File: src/rtl/count_cam_scheduler.sv
// count_cam_scheduler: round-robin arbiter driving the count CAM search/write sequence; optional WAIT watchdog under COUNT_CAM_SCHED_TIMEOUT_EN
module count_cam_scheduler #(
    parameter int N_REQ     = 4,
    parameter int CNT_W     = 16,
    parameter int IDX_W     = 3,
    parameter int THRESHOLD = 1000,
    parameter int TIMEOUT   = 64,
    localparam int BW       = (N_REQ > 1) ? $clog2(N_REQ) : 1
) (
    input  logic                     clk_i,
    input  logic                     rst_ni,
    input  logic [N_REQ-1:0]         req_valid_i,
    input  logic [N_REQ*CNT_W-1:0]   req_sp_cnt_i,
    output logic [N_REQ-1:0]         ack_o,
    output logic                     resp_hit_o,
    output logic [IDX_W-1:0]         resp_idx_o,
    output logic                     rfm_o,
    output logic [BW-1:0]            rfm_bank_o,
    output logic                     cam_search_o,
    output logic [CNT_W-1:0]         cam_sp_cnt_o,
    output logic [BW-1:0]            cam_bank_id_o,
    output logic [IDX_W-1:0]         cam_inc_idx_o,
    input  logic                     cam_valid_i,
    input  logic                     cam_hit_i,
    input  logic [IDX_W-1:0]         cam_idx_i,
    output logic                     err_o
);
    typedef enum logic [2:0] {IDLE, SEARCH, WAIT, WRITE, DONE} state_e;
    localparam int SW = CNT_W + 1;
    localparam logic [CNT_W:0] THR = SW'(THRESHOLD);
    state_e           state_q, state_d;
    logic [BW-1:0]    rr_q, rr_d, win_q, win_d, gnt_idx;
    logic [CNT_W-1:0] sp_q, sp_d;
    logic [IDX_W-1:0] inc_q, inc_d, vic_q, vic_d, idx_q, idx_d;
    logic             hit_q, hit_d, gnt_found, done;
    logic [CNT_W:0]   sum;
    int               cand;
`ifdef COUNT_CAM_SCHED_TIMEOUT_EN
    localparam int WW = $clog2(TIMEOUT + 1);
    logic [WW-1:0] wcnt_q, wcnt_d;
    logic          err_q, err_d;
`endif

    // pick the first requester at or after rr_q, cyclically
    always_comb begin
        gnt_found = 1'b0;
        gnt_idx   = '0;
        cand      = 0;
        for (int i = 0; i < N_REQ; i++) begin
            cand = (int'(rr_q) + i) % N_REQ;
            if (!gnt_found && req_valid_i[cand[BW-1:0]]) begin
                gnt_found = 1'b1;
                gnt_idx   = cand[BW-1:0];
            end
        end
    end

    // next-state and transaction bookkeeping
    always_comb begin
        state_d = state_q;
        rr_d    = rr_q;
        win_d   = win_q;
        sp_d    = sp_q;
        inc_d   = inc_q;
        vic_d   = vic_q;
        hit_d   = hit_q;
        idx_d   = idx_q;
`ifdef COUNT_CAM_SCHED_TIMEOUT_EN
        wcnt_d  = wcnt_q;
        err_d   = err_q;
`endif
        case (state_q)
            IDLE: if (gnt_found) begin
                win_d   = gnt_idx;
                sp_d    = req_sp_cnt_i[int'(gnt_idx)*CNT_W +: CNT_W];
                inc_d   = vic_q;
                state_d = SEARCH;
            end
            SEARCH: begin
`ifdef COUNT_CAM_SCHED_TIMEOUT_EN
                wcnt_d  = '0;
`endif
                state_d = WAIT;
            end
            WAIT: begin
                if (cam_valid_i) begin
                    hit_d   = cam_hit_i;
                    idx_d   = cam_idx_i;
                    state_d = cam_hit_i ? DONE : WRITE;
                end
`ifdef COUNT_CAM_SCHED_TIMEOUT_EN
                else if (wcnt_q == WW'(TIMEOUT - 1)) begin
                    err_d   = 1'b1;
                    hit_d   = 1'b0;
                    idx_d   = '0;
                    state_d = DONE;
                end else wcnt_d = wcnt_q + WW'(1);
`endif
            end
            WRITE: begin
                vic_d   = vic_q + IDX_W'(1);
                idx_d   = inc_q;
                state_d = DONE;
            end
            DONE: begin
                rr_d    = (win_q == BW'(N_REQ - 1)) ? '0 : win_q + BW'(1);
                state_d = IDLE;
            end
            default: state_d = IDLE;
        endcase
    end

    // state and transaction registers
    always_ff @(posedge clk_i or negedge rst_ni) begin
        if (!rst_ni) begin
            state_q <= IDLE;
            rr_q    <= '0;
            win_q   <= '0;
            sp_q    <= '0;
            inc_q   <= '0;
            vic_q   <= '0;
            hit_q   <= 1'b0;
            idx_q   <= '0;
        end else begin
            state_q <= state_d;
            rr_q    <= rr_d;
            win_q   <= win_d;
            sp_q    <= sp_d;
            inc_q   <= inc_d;
            vic_q   <= vic_d;
            hit_q   <= hit_d;
            idx_q   <= idx_d;
        end
    end

`ifdef COUNT_CAM_SCHED_TIMEOUT_EN
    // watchdog counter and sticky error
    always_ff @(posedge clk_i or negedge rst_ni) begin
        if (!rst_ni) begin
            wcnt_q <= '0;
            err_q  <= 1'b0;
        end else begin
            wcnt_q <= wcnt_d;
            err_q  <= err_d;
        end
    end
    assign err_o = err_q;
`else
    assign err_o = 1'b0;
`endif

    // the increment is done one bit wider so an all-ones count still reaches the threshold
    assign sum           = {1'b0, sp_q} + SW'(1);
    assign done          = state_q == DONE;
    assign ack_o         = done ? (N_REQ'(1) << win_q) : '0;
    assign resp_hit_o    = done & hit_q;
    assign resp_idx_o    = done ? idx_q : '0;
    assign rfm_o         = done & hit_q & (sum >= THR);
    assign rfm_bank_o    = rfm_o ? win_q : '0;
    assign cam_search_o  = state_q == SEARCH;
    assign cam_sp_cnt_o  = sp_q;
    assign cam_bank_id_o = win_q;
    assign cam_inc_idx_o = inc_q;
endmodule

File: config.mk
export PLATFORM = sky130hd
export DESIGN_NAME = count_cam_scheduler
export DESIGN_NICKNAME = d
export VERILOG_FILES = /design/src/rtl/count_cam_scheduler.sv
export SDC_FILE = /design/constraint.sdc
export NUM_CORES = 1
export LEC_CHECK = 0
export ABC_AREA = 1
export BUFFER_PORTS_ARGS = -buffer_cell sky130_fd_sc_hd__buf_4
export CORE_ASPECT_RATIO = 0.7
export CORE_MARGIN = 3
export CORE_UTILIZATION = 48
export CTS_CLUSTER_DIAMETER = 100
export DETAILED_ROUTE_END_ITERATION = 10
export PLACE_DENSITY = 0.78
export REMOVE_ABC_BUFFERS = 1
export SYNTH_ARGS = -nofsm -noshare
export SYNTH_HDL_FRONTEND = slang
export SYNTH_SLANG_ARGS = --single-unit
export TNS_END_PERCENT = 5
File: constraint.sdc
create_clock -name clk_i -period 2.4 [get_ports clk_i]
set_clock_uncertainty 0.2 [all_clocks]
set_input_delay 0.48 -clock clk_i [delete_from_list [all_inputs] [get_ports clk_i]]
set_output_delay 0.48 -clock clk_i [all_outputs]
set_load 0.01 [all_outputs]
; Word-level counts from Yosys, hierarchy flattened
; Cells that the tools add are included.
[totals]
reg_bits = 33
inputBits = 75
output_inout_bits = 34
word_cells = 68
[op_classes]
addsub = 6
order_cmp = 5
n_eq_ne = 7
shifts = 2
n_mux = 26
n_bitwise = 2
n_reduce_logical = 12
[ops]
columns = op, n
row1 = 64-bit by 7-bit variable part select with 16-bit output, 1
row2 = "16-bit by 1-bit adder with 17-bit output, second input constant", 1
row3 = "17-bit by 10-bit greater-or-equal comparator with 1-bit output, second input constant", 1
row4 = 3-bit 2-to-1 mux, 5
row5 = "2-bit by 3-bit less-than comparator with 1-bit output, second input constant", 4
row6 = 2-bit 2-to-1 mux, 6
row7 = 3-bit case mux with 4 select lines, 1
row8 = 1-bit binary-select mux with 2-bit select, 4
row9 = 1-bit 2-to-1 mux, 8
row10 = 2-bit AND reduction, 4
row11 = "3-bit by 2-bit == test with 1-bit output, second input constant", 2
row12 = 3-bit case mux with 2 select lines, 1
row13 = "2-bit by 1-bit adder with 2-bit output, second input constant", 2
row14 = "2-bit adder, second input constant", 2
row15 = 4-bit 2-to-1 mux, 1
row16 = "2-bit inequality test, second input constant", 2
row17 = "1-bit by 2-bit left shift with 4-bit output, first input constant", 1
row18 = "3-bit by 1-bit adder with 3-bit output, second input constant", 1
row19 = "3-bit by 1-bit == test with 1-bit output, second input constant", 1
row20 = "3-bit == test, second input constant", 1
row21 = 1-bit logical AND, 3
row22 = 1-bit zero test, 3
row23 = 3-bit zero test, 1
row24 = 1-bit AND, 2
row25 = 2 further kinds, 2

; Logic depth before layout (Yosys ltp)
; Gate-level depths: netlist of run 1.
[logic_depth]
word_depth = 14
ltp_mapped = 15

; Worst setup path before layout of run 1
; Ideal clock, no wire load.
[synth_path]
kind = register to output
start = reg state_q[0]
end = out rfm_bank_o[0]
arrival_time_ns = 1.437
slack_ns = 0.283
path_stages_with_launch = 6
path_cell_list = dfrtp_1 -> nor3_1 -> inv_1 -> nor2_1 -> nand2_1 -> nor2_1
[synth_via]
elab_chain_cells = 4
[synth_lines]
columns = item, line
row1 = start: declaration, 31  ; state_e state_q, state_d;
row2 = start signal: assignment, 125  ; state_q <= state_d;
row3 = 3-bit == test, 154  ; assign done = state_q == DONE;
row4 = 1-bit AND, -
row5 = named net resp_hit_o, 15  ; output logic resp_hit_o,
row6 = 1-bit AND, 158  ; assign rfm_o = done & hit_q & (sum >= THR);
row7 = 2-bit 2-to-1 mux, 159  ; assign rfm_bank_o = rfm_o ? win_q : '0;
row8 = end: declaration, 18  ; output logic [BW-1:0] rfm_bank_o,
; The timed path passes the listed nets, and every way through them passes these cells.

; Final worst setup path of run 1
[layout_path]
start = reg rr_q[0]
end = reg sp_q[12] (netlist: cam_sp_cnt_o[12])
[layout_via]
elab_chain_cells = 13
elab_cells_between_ends = 27
[layout_lines]
columns = item, line
row1 = start: declaration, 32  ; logic [BW-1:0] rr_q, rr_d, win_q, win_d, gnt_idx;
row2 = start signal: assignment, 126  ; rr_q <= rr_d;
row3 = branches (longest 13 deep; another with 2-bit by 1-bit adder with 2-bit output), -
row4 = end signal: assignment, 128  ; sp_q <= sp_d;
row5 = end: declaration, 33  ; logic [CNT_W-1:0] sp_q, sp_d;
; Parallel ways; which one is timed is not known. The select of a mux whose other input is x is not followed.
; A chain may end at the register's enable or synchronous reset.

==> run metrics, run 1 <==
worst-path fanout max=26; FP Rows=21; syn_area_per_cell=about 6.4 µm²; Setup TNS Final=0 ns; min Tclk post-route=2.28 ns; mapped cell area=0.00244 mm²; PortBufs=107; Layout Utilization=between 70% and 80%; Place WS=-0.0578 ns; share of flip-flops with an asynchronous set or reset=100%; gr usage total=21.6%; HPWL after detailed placement=between 5000 and 6000 µm; die width=roughly 91 µm; first-pass GRT wire length=~11,000 µm; TritonCTS Buffers=5; outcome=finished clean; initial antenna violation count=0; FILL cells=between 400 and 500; Worst setup EP type=flop; Synth Instances=around 380; sequential cell area fraction in the yosys report=33.9%; DR WL met2=about 3000 µm; GP Congestion=between 0.8 and 0.9; synthesis warning total=0; WP data required=between 2 and 2.5 ns; Hold Crit Class=in2reg; Inserted Diodes=0; drt via density=about 4.8; total global routing overflow=0; largest net degree at the start of global routing=34; routed wl met3=404 µm; critical path class=reg2reg; crit path launch type=flop; clk slew on worst S/H paths=approximately 0.060 ns; htree depth=2; Yosys cell types=30; max layer used=met4; Core ar.=0.00483 mm²; Area growth syn-to-layout=40.9%; crit-path cells=buf_12 > nand2_2 > nand2_2 > nand2_2 > nand2_2 > nor2_4 > nand3_2 > nand2_4 > nand2_8 > buf_4 > or2_0 > nand3_1 > nand3_1; die outline height=about 66 µm; initial core utilization=approximately half; power density over the cells=1340 mW/mm²; Slowest cell on crit path=dfrtp_2; Most used DFF post-synth=dfrtp_1; Final Setup Violations=0; vias=around 2,700; antenna viol nets, final=0; period utilization=a little over nine tenths; Static Leak=1.99 nW; DIE AREA=0.00599 mm²; CTS root buf=clkbuf_8; crit path DAT=2.24 ns; WL met1=between 3000 and 4000 µm; io pins=109; Critical Path Most Common Cell=nand2_2; worst skew pair latency=approximately 0.27 ns; Hold Vio Cnt, Final=0; final slew viol count=0; share of layout cells above drive strength 1=between 20 and 30%; worst vdd ir=roughly 0.99 mV; DRC=0; First-pass DRT Iterations=4; Layout Nets=572; final WL=~6500 µm; Critical Path Max Stage Delay=between 0.4 and 0.5 ns; Post-synth EDFFs=0; Max Clk Rate=roughly 0.44 GHz; wire per inst=approximately 12 µm; TritonCTS clock tree=built; Synth Register Bits=33; TritonCTS Sinks=33; DR iter-0 viols=68; Max Cap Violations=0; Clock Tree Buf Depth=2; vias in the first global route=2,384; Final WS setup=approximately 0.12 ns
cell usage in the layout, fill, tap and decap left out, types with 2 or more instances in the layout:
cell type  Yosys  final
nand2_1      151    150
buf_4          4    112
inv_1         59     58
nand3_1       39     39
dfrtp_1       33     32
nor2_1        27     27
nand2_2        7      8
o21ai_0        7      7
or2_0          7      7
clkbuf_8       0      6
ha_1           5      5
inv_2          4      3
nor3_1         4      3
nand3_2        3      3
nor2_4         3      3
nand3b_1       3      3
a21oi_1        3      3
nand4_1        2      2
a221oi_1       2      2
inv_4          0      2
buf_12         0      2
cell type report:
class / count / area, µm² / area share, %
Clock buffer: 7 / 86.3 / 2.51
Tap cell: 69 / 86.3 / 2.51
Multi-Input combinational cell: 274 / 1300 / 37.9
Sequential cell: 33 / 827 / 24.1
Inverter: 63 / 241 / 7.03
Timing Repair Buffer: 115 / 891 / 25.9
path summary, 6_finish.rpt:
kind	cells after the start	endpoint	slack, ns	start
max	13	cam_sp_cnt_o[12]	0.12	rr_q[0]
min	3	idx_q[2]	0.26	cam_idx_i[2]
max reg2reg	13	cam_sp_cnt_o[12]	0.12	rr_q[0]
min reg2reg	1	vic_q[2]	0.28	vic_q[2]
max in group asynchronous	2	rr_q[0]	1.18	rst_ni
min in group asynchronous	2	hit_q	0.49	rst_ni
cell families (layout without fill, tap and decap cells):
kind of cell               after synthesis  count (layout)  share of synthesized area, %
AOI/OAI and AO/OA                       17              17                          4.31
xor gates and xnor gates                 2               2                         0.718
buffers and inverters                   75             185                          13.3
DFF                                     33              33                          33.9
adders and majority gates                5               5                          2.57
other                                    1               1                         0.154
and+or+nand+nor                        249             249                          45.0
through the flow:
stage	std cells	total power, mW	cell area (µm²)	hold WS [ns]
after floorplan	370	3.02	2350	-0.0156
after global placement	551	3.97	3280	0.249
after detailed placement	551	4.05	3280	0.248
after CTS	559	4.50	3380	0.261
after global routing	561	5.11	3440	0.273
final	561	4.60	3440	0.264
metal layers:
layer  vias to the layer above  global-route usage (%)
met1                      1218                    29.7
li1                       1383                       -
met4                         0                    3.95
met3                         4                    4.46
met2                        74                    35.7
met5                         -                       0
critical path: cells and delay by family (launching register included):
| family | cells | cell delay [ns] |
|---|---|---|
| simple gates | 11 | 1.14 |
| buf+inv | 2 | 0.35 |
| flops | 1 | 0.46 |
report_power, final:
group / switching [mW] / total, mW / internal (mW)
Clock: 0.189 / 0.416 / 0.227
Combinational: 1.88 / 3.09 / 1.22
Sequential: 0.238 / 1.09 / 0.849
Total: 2.30 / 4.60 / 2.29
what timing repair did:
item,CTS,global route
hold endpoints to repair,33,0
endpoints found under the setup margin,14,19
hold buffers,1,0
setup buffers,0,2
gates resized for setup,2,5
pin swaps,0,1
sequential cells by signal, indices dropped and copies added, names as in the netlist:
name / cells
vic_q: 3
cam_inc_idx_o: 3
idx_q: 3
cam_sp_cnt_o: 16
rr_q: 2
cam_bank_id_o: 2
hit_q: 1
state_q: 3
synth_stat cells, types with 4 or more instances:
cell / n / share of area, %
dfrtp_1: 33 / 34
buf_2: 5 / 1.0
nand2_2: 7 / 1.8
nand2_1: 151 / 23
ha_1: 5 / 2.6
o21ai_0: 7 / 1.4
inv_2: 4 / 0.62
inv_1: 59 / 9.1
or2_0: 7 / 1.8
nand3_1: 39 / 8.0
buf_4: 4 / 1.2
nor3_1: 4 / 0.82
nor2_1: 27 / 4.2
Note: power is estimated with default switching activity, not from simulation.
==> run 2, diff against run 1 <==
--- a/config.mk
+++ b/config.mk
@@ -5,11 +5,11 @@
 export SDC_FILE = /design/constraint.sdc
 export NUM_CORES = 1
 export LEC_CHECK = 0
-export ABC_AREA = 1
+export ABC_AREA = 0
 export BUFFER_PORTS_ARGS = -buffer_cell sky130_fd_sc_hd__buf_4
 export CORE_ASPECT_RATIO = 0.7
 export CORE_MARGIN = 3
-export CORE_UTILIZATION = 48
+export CORE_UTILIZATION = 45
 export CTS_CLUSTER_DIAMETER = 100
 export DETAILED_ROUTE_END_ITERATION = 10
 export PLACE_DENSITY = 0.78
==> run 2 against run 1 <==
  * The run now ends with setup timing left
  * Setup slack got worse by 0.28 ns
  * Sequential power increased by 4%
  * First-iteration DRC count decreased by 7.4%
  * Register-to-register slack improved by 0.03 ns
==> run metrics, run 2 <==
TritonCTS clock tree=built; drt via density=5.27; syn_area_per_cell=between 10 and 15 µm²; vias=between 1,500 and 2,000; commonest non-fill, non-tap cell in the layout=buf_4; TritonCTS Sinks=33; die outline height=between 60 and 70 µm; Post-synth EDFFs=0; worst skew pair latency=just under 0.3 ns; Slowest cell on crit path=or4_4; fin cells=~320; First-pass DRT Iterations=4; Post-Place Cells=around 310; cell family with most CP delay=simple AND/OR/NAND/NOR gates; io pins=between 100 and 150; mapped cell area=0.00201 mm²; Static Leak=~1.4 nW; die width=between 80 and 90 µm; TritonCTS Buffers=5; Synth Instances=~150; DR iter-0 viols=63; Yosys cell types=38; FILL cells=approximately 280; clock network fraction of total power=14.5%; WP depth=4; share of layout cells above drive strength 1=59.2%; Critical Path Max Stage Delay=around 0.53 ns; first-pass GRT wire length=around 7700 µm; Hold Crit Class=reg2reg; Clock Tree Buf Depth=2; outcome=finished with violations; total global routing overflow=0; Max Clk Rate=0.391 GHz; Worst Hold Path Cells=1; reg-to-reg critical path startpoint=rr_q[0]; final WL=around 5000 µm; worst-path fanout max=3; DRC=0; DIE AREA=~0.0053 mm²; Worst R2R Setup Slack=roughly 0.15 ns; gr usage total=between 10% and 20%; RSZ-0062 raised after global routing=yes; WP data required=around 1.7 ns; Core ar.=around 0.0041 mm²; FP Rows=19; Combinational Power Share=52.8%; crit path DAT=about 1.9 ns; Layout Nets=roughly 350; HPWL after detailed placement=4090 µm; share of flip-flops with an asynchronous set or reset=between 90% and 100%; Pint=between 2 and 2.5 mW; worst vdd ir=0.998 mV; Critical Path Start=cam_sp_cnt_o[12]; synthesis warning total=0; commonest cells in the netlist=dfrtp_1 (33), mux2_2 (18), and2_1 (10); Post-DP Area=slightly below 0.003 mm²; CTS root buf=clkbuf_8; # Post-CTS Setup Buffers=0; worst r2r path cells=6; clk slew on worst S/H paths=~0.07 ns; Area growth syn-to-layout=51.9%; Synth Register Bits=33; crit-path cells=or4_4 > o41a_1 > and2_1 > buf_6; number of flip-flops under the largest register name=16; Worst setup EP type=output pin; Place WS=-0.126 ns; crit path buf inv count=1; Yosys top cell area share=between 40 and 50%; reg-to-reg endpoint=cam_sp_cnt_o[6]; min Tclk post-route=between 2 and 3 ns; sequential cell area fraction in the yosys report=between 40% and 50%; period utilization=107%; Critical Path End=rfm_bank_o[1]; critical path class=reg2out; vias in the first global route=1,618; Max Cap Violations=0; antenna viol nets, final=0; PortBufs=around 110; GP Congestion=approximately 0.74; Synth area leader=dfrtp_1; Hold Vio Cnt, Final=0; Final Setup Violations=3; power density over the cells=1130 mW/mm²; Inserted Diodes=0; most frequent cells in the layout=buf_4 (111), dfrtp_1 (33), mux2_2 (18), and2_1 (9), mux4_2 (9); largest net degree at the start of global routing=34; PnR Total Power=around 3.4 mW; fin area=roughly 0.0030 mm²; Final WS setup=-0.158 ns; P_sw=approximately 1.2 mW; final slew viol count=0; failing checks=setup timing; initial core utilization=48.8%; Seq pwr share=~33%; crit path launch type=flop; Synth area leaders=dfrtp_1 (41%), mux2_2 (10%), mux4_2 (10%), mux4_1 (9.2%), mux2_1 (3.4%); hold slack=around 0.27 ns; Sw Share=about a third; most common cell in the netlist=dfrtp_1; initial antenna violation count=0; wire per inst=~16 µm; htree depth=2; Most used DFF post-synth=dfrtp_1
-- run 2: cell families (layout without fill, tap and decap cells) --
logic type / count (synthesis) / count (layout) / share of synthesized area, %
XOR/XNOR: 2 / 2 / 0.873
adder cells (fa/ha/maj): 5 / 5 / 3.12
buffers and inverters: 12 / 128 / 4.05
other: 1 / 1 / 0.187
AO/OA/AOI/OAI: 20 / 20 / 6.55
AND/OR/NAND/NOR: 36 / 36 / 11.3
multiplexers: 40 / 40 / 32.7
flip-flops: 33 / 33 / 41.1
-- run 2: worst register-to-register path: stages (launching register included) --
cell and delay [ns]:
dfrtp_1 0.41, nor2b_4 0.06, o21a_1 0.21, nor3_4 0.22
buf_12 0.19, mux4_1 0.58, mux2_2 0.27
-- run 2: metal layers --
layer / vias up / track usage, % / wire [µm]
met3: 6 / 8.17 / 479
li1: 798 / - / -
met2: 78 / 31.2 / 2410
met4: 0 / 6.09 / 42
met5: - / 0 / 0
met1: 790 / 24.8 / 2080
-- run 2: area by class of cell --
cell class | instances | area [µm²] | area share (%)
Multi-Input combinational cell | 104 | 1110 | 36.5
Timing Repair Buffer | 117 | 926 | 30.4
Sequential cell | 33 | 826 | 27.1
Clock buffer | 5 | 68.8 | 2.26
Tap cell | 52 | 65.1 | 2.13
Clock inverter | 2 | 35.0 | 1.15
Inverter | 4 | 15.0 | 0.493
-- run 2: worst min-delay path by stage --
stage               from               end
2_1_floorplan     rst_ni  cam_bank_id_o[0]
3_3_place_gp      rst_ni  cam_inc_idx_o[0]
3_5_place_dp      rst_ni  cam_inc_idx_o[0]
4_1_cts         vic_q[2]          vic_q[2]
5_1_grt        cam_hit_i             hit_q
6_report        vic_q[2]          vic_q[2]
-- run 2: power groups by stage --
| stage | logic, mW | clock network [mW] | registers (mW) |
|---|---|---|---|
| floorplan | 0.974 | 0 | 1.15 |
| global placement | 1.80 | 0 | 1.12 |
| detailed placement | 1.83 | 0 | 1.13 |
| CTS | 1.85 | 0.507 | 1.12 |
| global route | 1.97 | 0.534 | 1.17 |
| finish | 1.82 | 0.498 | 1.13 |
-- run 2: per-stage QoR --
stage | TNS (ns) | util, %
after floorplan | -3.99 | -
after global placement | -0.733 | 70.9
after detailed placement | -0.949 | 70.9
after CTS | -0.330 | 74.0
after global routing | -0.479 | 74.1
final | -0.329 | 74.1
-- run 2: timing repair --
item                                    in CTS  in global routing
resized for setup                            4                  1
hold buffers                                 1                  0
endpoints found under the hold margin       33                  0
endpoints found under the setup margin       3                  3
==> run 3, diff against run 2 <==
--- a/config.mk
+++ b/config.mk
@@ -8,7 +8,6 @@
 export ABC_AREA = 0
 export BUFFER_PORTS_ARGS = -buffer_cell sky130_fd_sc_hd__buf_4
 export CORE_ASPECT_RATIO = 0.7
-export CORE_MARGIN = 3
 export CORE_UTILIZATION = 45
 export CTS_CLUSTER_DIAMETER = 100
 export DETAILED_ROUTE_END_ITERATION = 10
==> run 3 against run 2 <==
  * The run still ends with setup timing left
  * Sequential cell count did not move
  * Sequential power barely moved
  * Non-clock buffer count rose by 1
  * Combinational power barely moved
  * Global-route usage rose by 2.9 points
  * Final cell count rose by 0.63%
  * Setup slack got worse by 0.0029 ns
==> run metrics, run 3 (same netlist as run 2, synthesis figures left out) <==
outcome=finished with violations; failing checks=setup timing; die width=between 80 and 90 µm; Critical Path Max Stage Delay=0.42 ns; clock network fraction of total power=approximately 12%; crit path buf inv count=1; vias in the first global route=1,711; TritonCTS clock tree=built; worst vdd ir=just under 0.8 mV; Seq pwr share=approximately a third; Clock Tree Buf Depth=2; Hold Crit Class=reg2reg; cell family with most CP delay=compound AO/OA/AOI/OAI gates; largest net degree at the start of global routing=34; Area growth syn-to-layout=51.4%; Static Leak=about 1.4 nW; Pint=~2.2 mW; Max Cap Violations=0; period utilization=107%; crit path launch type=flop; worst skew pair latency=0.28 ns; Inserted Diodes=0; clk slew on worst S/H paths=0.07 ns; Sw Share=about 36%; Core ar.=a little over 0.004 mm²; Combinational Power Share=between 50% and 60%; final slew viol count=0; power density over the cells=~1100 mW/mm²; fin area=roughly 0.0030 mm²; Layout Nets=346; Final WS setup=-0.161 ns; crit path DAT=1.88 ns; Worst setup EP type=output pin; # Post-CTS Setup Buffers=0; TritonCTS Sinks=33; FP Rows=19; worst-path fanout max=3; die outline height=roughly 58 µm; CTS root buf=clkbuf_8; critical path class=reg2out; crit-path cells=a311oi_2 > nor3_1 > o41a_1 > and2_1 > buf_6; First-pass DRT Iterations=4; Hold Vio Cnt, Final=0; vias=1,705; initial core utilization=approximately half; PortBufs=approximately 110; htree depth=2; commonest non-fill, non-tap cell in the layout=buf_4; WP data required=approximately 1.7 ns; RSZ-0062 raised after global routing=yes; HPWL after detailed placement=between 3000 and 4000 µm; DR iter-0 viols=46; number of flip-flops under the largest register name=16; DRC=0; TritonCTS Buffers=5; Final Setup Violations=3; first-pass GRT wire length=7670 µm; GP Congestion=between 0.8 and 0.9; initial antenna violation count=0; total global routing overflow=0; final WL=4870 µm; gr usage total=around 22%; share of layout cells above drive strength 1=roughly 60%; Slowest cell on crit path=o41a_1; Post-DP Area=about 0.0029 mm²; min Tclk post-route=between 2 and 3 ns; wire per inst=15.3 µm; hold slack=between 0.2 and 0.3 ns; drt via density=roughly 5.3; P_sw=~1.2 mW; PnR Total Power=about 3.4 mW; FILL cells=about 300; io pins=109; antenna viol nets, final=0; most frequent cells in the layout=buf_4 (112), dfrtp_1 (33), mux2_2 (18), and2_1 (9), mux4_2 (9); DIE AREA=about 0.0047 mm²; Max Clk Rate=between 0.3 and 0.4 GHz
## run 3: area by class of cell
cell class                      instances  area (µm²)  share of cell area, %
Inverter                                4        15.0                  0.494
Timing Repair Buffer                  118         933                   30.7
Tap cell                               52        65.1                   2.14
Multi-Input combinational cell        104        1110                   36.6
Clock buffer                            5        68.8                   2.27
Sequential cell                        33         826                   27.2
Clock inverter                          3        17.5                  0.577
## run 3: stage by stage
step / instances / worst slack [ns] / utilization (%) / TNS, ns
6_report: 319 / -0.161 / 74.3 / -0.331
5_1_grt: 319 / -0.216 / 74.3 / -0.489
4_1_cts: 319 / -0.156 / 74.1 / -0.328
3_5_place_dp: 310 / -0.101 / 71.5 / -0.856
3_3_place_gp: 310 / -0.0734 / 71.5 / -0.728
2_1_floorplan: 141 / -0.276 / - / -3.99
## run 3: final timing paths
check / startpoint / end / slack, ns / cells past startpoint
max: cam_sp_cnt_o[0] / rfm_bank_o[1] / -0.16 / 5
min: vic_q[2] / vic_q[2] / 0.28 / 1
max reg2reg: rr_q[0] / cam_sp_cnt_o[7] / 0.15 / 6
min reg2reg: vic_q[2] / vic_q[2] / 0.28 / 1
max in group asynchronous: rst_ni / cam_sp_cnt_o[15] / 1.24 / 2
min in group asynchronous: rst_ni / cam_inc_idx_o[1] / 0.47 / 2
## run 3: timing repair
| action | 4_1_cts | 5_1_grt |
|---|---|---|
| endpoints found under the setup margin | 3 | 3 |
| resized for setup | 3 | 2 |
| hold endpoints to repair | 33 | 0 |
| pin swaps | 0 | 0 |
| hold buffers | 1 | 0 |
## run 3: per-layer routing
layer | global-route usage (%) | vias up | share of wire, %
met5 | 0 | - | 0
met4 | 8.27 | 0 | 1.6
met3 | 7.87 | 8 | 9.1
met1 | 28.7 | 808 | 40
met2 | 35.4 | 84 | 49
li1 | - | 805 | -
## run 3: power groups by stage
stage | combinational [mW] | clock (mW) | sequential (mW)
floorplan | 0.974 | 0 | 1.15
global placement | 1.78 | 0 | 1.12
detailed placement | 1.83 | 0 | 1.13
CTS | 1.84 | 0.419 | 1.12
global route | 1.99 | 0.452 | 1.18
finish | 1.82 | 0.412 | 1.13
